[src/rtl/mips_pkg.sv]
// Shared constants for the MIPS datapath: register-file geometry and
// architecturally special register numbers.
package mips_pkg;
    localparam int REG_ADDR_W = 5;
    localparam int DATA_W     = 32;
    localparam int NUM_REGS   = 32;

    localparam logic [REG_ADDR_W-1:0] ZERO_REG = 5'd0;
    // Link register written by jal once jumps are added.
    localparam logic [REG_ADDR_W-1:0] REG_RA   = 5'd31;
endpackage

[src/rtl/regfile_read_port.sv]
// One combinational read port: NUM_REGS-to-1 mux with r0 forced to zero.
// Same-cycle write forwarding is compiled in when REGFILE_BYPASS_EN is defined.
module regfile_read_port
    import mips_pkg::*;
#(
    parameter int DATA_W = 32,
    parameter int ADDR_W = 5
) (
    input  logic [(2**ADDR_W)-1:0][DATA_W-1:0] regs,
    input  logic [ADDR_W-1:0]                  raddr,
`ifdef REGFILE_BYPASS_EN
    input  logic                               wen,
    input  logic [ADDR_W-1:0]                  waddr,
    input  logic [DATA_W-1:0]                  wdata,
`endif
    output logic [DATA_W-1:0]                  rdata
);
    always_comb begin
        rdata = '0;
        if (raddr != ADDR_W'(ZERO_REG)) begin
            rdata = regs[raddr];
`ifdef REGFILE_BYPASS_EN
            if (wen && waddr == raddr)
                rdata = wdata;
`endif
        end
    end
endmodule

[src/rtl/mips_register_file.sv]
// 32-entry MIPS register file: two combinational read ports, one write port
// committing on the rising edge, synchronous reset. Option: REGFILE_BYPASS_EN.
module mips_register_file
    import mips_pkg::*;
#(
    parameter int DATA_W = 32,
    parameter int ADDR_W = 5
) (
    input  logic              clk,
    input  logic              reset,
    input  logic              reg_write,
    input  logic [ADDR_W-1:0] write_reg,
    input  logic [DATA_W-1:0] write_data,
    input  logic [ADDR_W-1:0] read_reg1,
    input  logic [ADDR_W-1:0] read_reg2,
    output logic [DATA_W-1:0] read_data1,
    output logic [DATA_W-1:0] read_data2
);
    localparam int DEPTH  = 2**ADDR_W;
    localparam int NUM_RD = 2;

    // r0 has no storage; it appears only as a constant slot in the read view.
    logic [DATA_W-1:0]                  mem [1:DEPTH-1];
    logic [DEPTH-1:0][DATA_W-1:0]       regs;
    logic [NUM_RD-1:0][ADDR_W-1:0]      raddr;
    logic [NUM_RD-1:0][DATA_W-1:0]      rdata;
    logic                               wen;

    assign wen = reg_write && !reset && (write_reg != ADDR_W'(ZERO_REG));

    always_ff @(posedge clk) begin
        if (reset) begin
            for (int i = 1; i < DEPTH; i++)
                mem[i] <= '0;
        end else if (wen) begin
            mem[write_reg] <= write_data;
        end
    end

    always_comb begin
        regs[0] = '0;
        for (int i = 1; i < DEPTH; i++)
            regs[i] = mem[i];
    end

    assign raddr[0]   = read_reg1;
    assign raddr[1]   = read_reg2;
    assign read_data1 = rdata[0];
    assign read_data2 = rdata[1];

    for (genvar p = 0; p < NUM_RD; p++) begin : g_rd
        regfile_read_port #(
            .DATA_W (DATA_W),
            .ADDR_W (ADDR_W)
        ) u_port (
            .regs  (regs),
            .raddr (raddr[p]),
`ifdef REGFILE_BYPASS_EN
            .wen   (wen),
            .waddr (write_reg),
            .wdata (write_data),
`endif
            .rdata (rdata[p])
        );
    end
endmodule

[config.mk]
export PLATFORM = sky130hd
export DESIGN_NAME = mips_register_file
export DESIGN_NICKNAME = d
export VERILOG_FILES = /design/src/rtl/mips_pkg.sv /design/src/rtl/regfile_read_port.sv /design/src/rtl/mips_register_file.sv
export SDC_FILE = /design/constraint.sdc
export NUM_CORES = 2
export LEC_CHECK = 0
export CELL_PAD_IN_SITES_DETAIL_PLACEMENT = 1
export CELL_PAD_IN_SITES_GLOBAL_PLACEMENT = 2
export CORE_ASPECT_RATIO = 1.75
export CORE_MARGIN = 3
export CORE_UTILIZATION = 47
export CTS_CLUSTER_DIAMETER = 30
export CTS_CLUSTER_SIZE = 8
export DETAILED_ROUTE_END_ITERATION = 10
export GPL_TIMING_DRIVEN = 0
export PLACE_DENSITY = 0.87
export RECOVER_POWER = 50
export SLEW_MARGIN = 20
export SYNTH_ARGS = -nofsm -noshare
export SYNTH_HDL_FRONTEND = slang
export SYNTH_HIERARCHICAL = 1
export SYNTH_SLANG_ARGS = --single-unit
[constraint.sdc]
create_clock -name clk -period 4.75 [get_ports clk]
set_input_delay 0.7125 -clock clk [delete_from_list [all_inputs] [get_ports clk]]
set_output_delay 0.7125 -clock clk [all_outputs]
set_load 0.01 [all_outputs]
* After elaboration in Yosys (flattened, before gate mapping)
Memory sizes are Yosys's and may differ from the RTL's.
Index checks and enable logic that the tools add are counted.
** Storage, ports and cells
- Output and inout bits :: 64
- Flip-flop bits (word level) :: 0
- Memories kept :: 1
- Memory bits (writable) :: 992
- Input port bits :: 50
- Word-level logic and storage cells :: 24
** Memory list
- mem :: depth 31, bits a word 32, read ports 31, clocked after memory_dff 0, write ports 31, RTL line mips_register_file.sv:23 : logic [DATA_W-1:0] mem [1:DEPTH-1];
** Operators by class
- Reductions and logical operators :: 7
- $lt $le $gt $ge :: 2
- Multiplexer cells :: 14
** Operators by type and width (number)
- $bmux W32 S5 :: 2
- $mux W32 :: 5
- $reduce_or A32 Y1 :: 1
- $reduce_bool A5 Y1 :: 3
- $lt A5 B6 Y1 const B :: 2
- $mux W1 :: 6
- $mux W5 :: 1
- $logic_and A1 B1 Y1 :: 2
- $logic_not A1 Y1 :: 1

* Depth between registers and ports, before layout
- Depth in word-level cells :: 8
- Gate-level depth with buffers :: 7
- Mapped depth without buffers :: 4

* Cells and area by module
The synthesis kept the hierarchy.
** By module, submodules not included
- mips_register_file :: times used 1, cells each 2386, seq. area each 29788.6 um^2, area each 37440.9 um^2
- regfile_read_port :: times used 2, cells each 664, seq. area each 0.0 um^2, area each 8368.0 um^2

* Worst setup path before layout
OpenSTA, ideal clock, no wires.
- Path kind :: input to register
- Start point :: input port write_reg[1]
- End point :: memory mem[20][0], enable pin
- Arrival :: 3200 ps
- Buffers on the path :: 3
- Library setup time :: 428 ps
- Stages :: 5
- Path slack :: 1122 ps
- Required time :: 4322 ps
- Cells stage by stage :: or4b_1 -> buf_2 -> buf_6 -> buf_6 -> o21bai_1
** RTL lines
- start, declared :: RTL line mips_register_file.sv:12 : input logic [ADDR_W-1:0] write_reg,
- end, declared :: RTL line mips_register_file.sv:23

* Final worst setup path
- Start point :: input port read_reg2[0]
- End point :: output port read_data2[22]
** On the way
- Longest elaborated chain between the ends :: 3
- Elaborated cells between the ends (all ways) :: 4
- Those cells by class :: mux (3); reduce/logical (1)
** RTL lines
- start, declared :: RTL line mips_register_file.sv:15 : input logic [ADDR_W-1:0] read_reg2,
- $bmux W32 S5 :: RTL line regfile_read_port.sv:21 : rdata = regs[raddr];
- $mux W32 (not written as such) :: RTL line regfile_read_port.sv:21
- $mux W32 (*) :: RTL line regfile_read_port.sv:20 : if (raddr != ADDR_W'(ZERO_REG)) begin
- end, declared :: RTL line mips_register_file.sv:17 : output logic [DATA_W-1:0] read_data2
Every way passes the cells marked *; elsewhere a longest branch is shown, timed or not. The select of a mux whose other input is x is not followed.

==> results.md <==
- Vias: 44090
- Design area: roughly 63000 sq um
- Crit-path max FO: 11
- CTS clk-pin slew, worst paths: 50 ps
- Finished Layout Cells: between 5000 and 6000
- Drt wl/cell: 46.70 um
- Largest regs: mem: 992 flops
- Post-layout nets: 4142
- Final Hold Viols: 0
- CP delay by family, top: buffers and inverters
- Vias/cell: between 7 and 8
- Leakage: around 19 nW
- RSZ-0062 raised after global routing: no
- GRT overflow: 0
- Mapped Cells: between 3000 and 4000
- Most frequent cells in the layout: 992 x edfxtp_1, 820 x nor3_1, 448 x mux4_2
- CP startpoint kind: input port
- Worst hold slack: between 700 and 800 ps
- Yosys cell types: 46
- Critical Path Max Stage Delay: 740 ps
- CTS sink cnt: about 1000
- Largest cells by area after synthesis: edfxtp_1 55%, mux4_2 19%, nor3_1 6.6%
- # rows: between 150 and 200
- Slew margin rel.: -36.94%
- Fraction of registers with async set/reset: 0%
- Largest Register: mem
- Final worst slack: -231.0 ps
- WP data required: roughly 4000 ps
- Antenna violations before repair: 20
- Cell mode on critical path: buf_4
- 1st-iter DRT viols: between 6000 and 7000
- Number of global-route vias before repair: ~46000
- Pre-Repair DR Iteration Count: 6
- Dpl hpwl: 189700 um
- Die width: around 260 um
- Violated checks: capacitance limit, slew limit, setup timing
- Max Cap Viol: 9
- Post-layout power: 25.11 mW
- Seq/Total Area, Yosys: between 50% and 60%
- WL final: around 270000 um
- I/O pins: approximately 110
- Max reg flops: around 1000
- Cts bufs inserted: ~160
- Hold crit path type: in -> reg
- Total GRT Usage: between 40% and 50%
- Pin count of the biggest net entering global routing: 22
- First-pass GRT wire length: roughly 360000 um
- Number of fill cells: around 11000
- CP Buf/Inv Count: 6
- Area share of the largest cell type after synthesis: a little over half
- DR DRC count: 0
- Crit path capture type: output pin
- Placed insts: roughly 5400
- Post-synthesis cell area: around 54000 sq um
- RePlAce Congestion: between 1 and 1.5
- Pre-CTS setup slack: -968.5 ps
- Commonest non-fill, non-tap cell in the layout: edfxtp_1
- Placed inst area: ~59000 sq um
- FF/Latch Area: between 20000 and 30000 sq um
- # H-tree levels: 4
- Slew Limit Fails: ~150
- Top_reg_cell synth: edfxtp_1
- Period minus WS final: between 4000 and 5000 ps
- Cell Chain, Critical Path: buf_4 -> inv_2 -> buf_4 -> buf_4 -> clkbuf_2 -> o2111ai_1 -> a311oi_1 -> clkdlybuf4s50_1
- Ys Warns: 6
- Setup Viol. Count Final: about 130
- #FFs+latches synth: around 990
- Die footprint: around 120000 sq um
- Die Span Y: 455.1 um
- Routed Antenna Nets: 0
- Area Growth Syn to Fin: 16.20%
- CTS Root Buffer Type: clkbuf_16
- Data arrival, critical path: 4270 ps
- Buffers on Ports: around 110
- Number of synthesized flops with an enable pin: between 900 and 1000
- Fmax: 0.2008 GHz
- Worst-margin pin slew: ~2100 ps
- CP max-delay cell: a311oi_1
- Max IR drop VDD: between 300 and 400 uV
- TritonCTS clock tree: done
- Multi-input combinational cell area: approximately 22000 sq um
- Initial Util: 47.40%
- Area leader, netlist: edfxtp_1
- Critical setup path kind: in -> out
- Clock tree buffer depth: 3
- Avg Cell Area, Syn: ~15 sq um
- Core Box Area: between 100000 and 150000 sq um
- Status: complete, but fails checks
- Layout cell share with drive strength beyond 1: 26.45%
- Cell Pwr Density: between 300 and 400 nW/um^2
- Tcrit/Tclk final: 104.9%
==> final cells by class <==
| class | instances | area share (%) |
|---|---|---|
| diodes | 9 | 0.03578 |
| inverters | 34 | 0.2027 |
| clock inverters | 53 | 0.7076 |
| plain buffers | 490 | 4.025 |
| well taps | 1494 | 2.969 |
| repair buffers | 152 | 3.111 |
| clock buffers | 199 | 7.032 |
| flip-flops and latches | 992 | 47.32 |
| multi-input cells | 2258 | 34.60 |
==> final timing paths <==
path	start	endpoint	slack [ps]	cells after the start
setup / recovery	read_reg2[0]	read_data2[22]	-230	8
hold / removal	write_data[27]	mem[14][27]	760	3
==> routing by layer <==
metal  track usage [%]  up-vias  wire, um
met1             45.40    21780     75700
met5                 0        -        62
met3             14.89     1874     34340
met2             70.80     4641    122700
li1                  -    15790         -
met4             40.14       10     32510
==> metrics by stage <==
step	setup TNS, ps	util (%)
floorplan	0	-
global placement	-1462620	50.16
detailed placement	-33190	51.32
CTS	-56.51	55.75
global route	0	55.07
finish	-16010	55.08
==> timing repair <==
action,in CTS,in global routing
buffers inserted,0,0
resized for setup,47,23
pin swaps,1,0
hold buffers,0,0
endpoints found under the setup margin,64,26
==> synth_stat cells (3+ instances only) <==
cell type	n
edfxtp_1	992
nor3_1	718
mux4_2	448
clkbuf_1	228
nor3_2	146
buf_2	134
nor2_1	134
mux2i_1	128
o21ai_1	106
nor2b_1	66
a211oi_1	64
a22oi_1	64
mux2_2	64
a311oi_1	60
buf_6	58
a221oi_1	48
buf_4	40
nand4b_1	33
clkinv_1	32
nand2_1	32
o21bai_1	25
buf_1	21
o2111ai_1	16
a21o_1	6
clkbuf_4	6
a311oi_2	4
o21ai_0	4
buf_8	3
clkbuf_2	3
nand3b_1	3
or3b_2	3
==> cell families after synthesis <==
logic type | synth area share [%]
AO/OA/AOI/OAI | 5.367
buffers and inverters | 5.152
flip-flops | 54.98
multiplexers | 22.32
other | 0.006922
AND/OR/NAND/NOR | 12.17
==> report_power, final <==
part / switching, mW / internal (mW) / total [mW]
registers: 0.274 / 10.1 / 10.4
clock network: 4.23 / 6.85 / 11.1
logic: 2.31 / 1.31 / 3.62
total: 6.82 / 18.3 / 25.1
(Power assumes the default switching activity.)
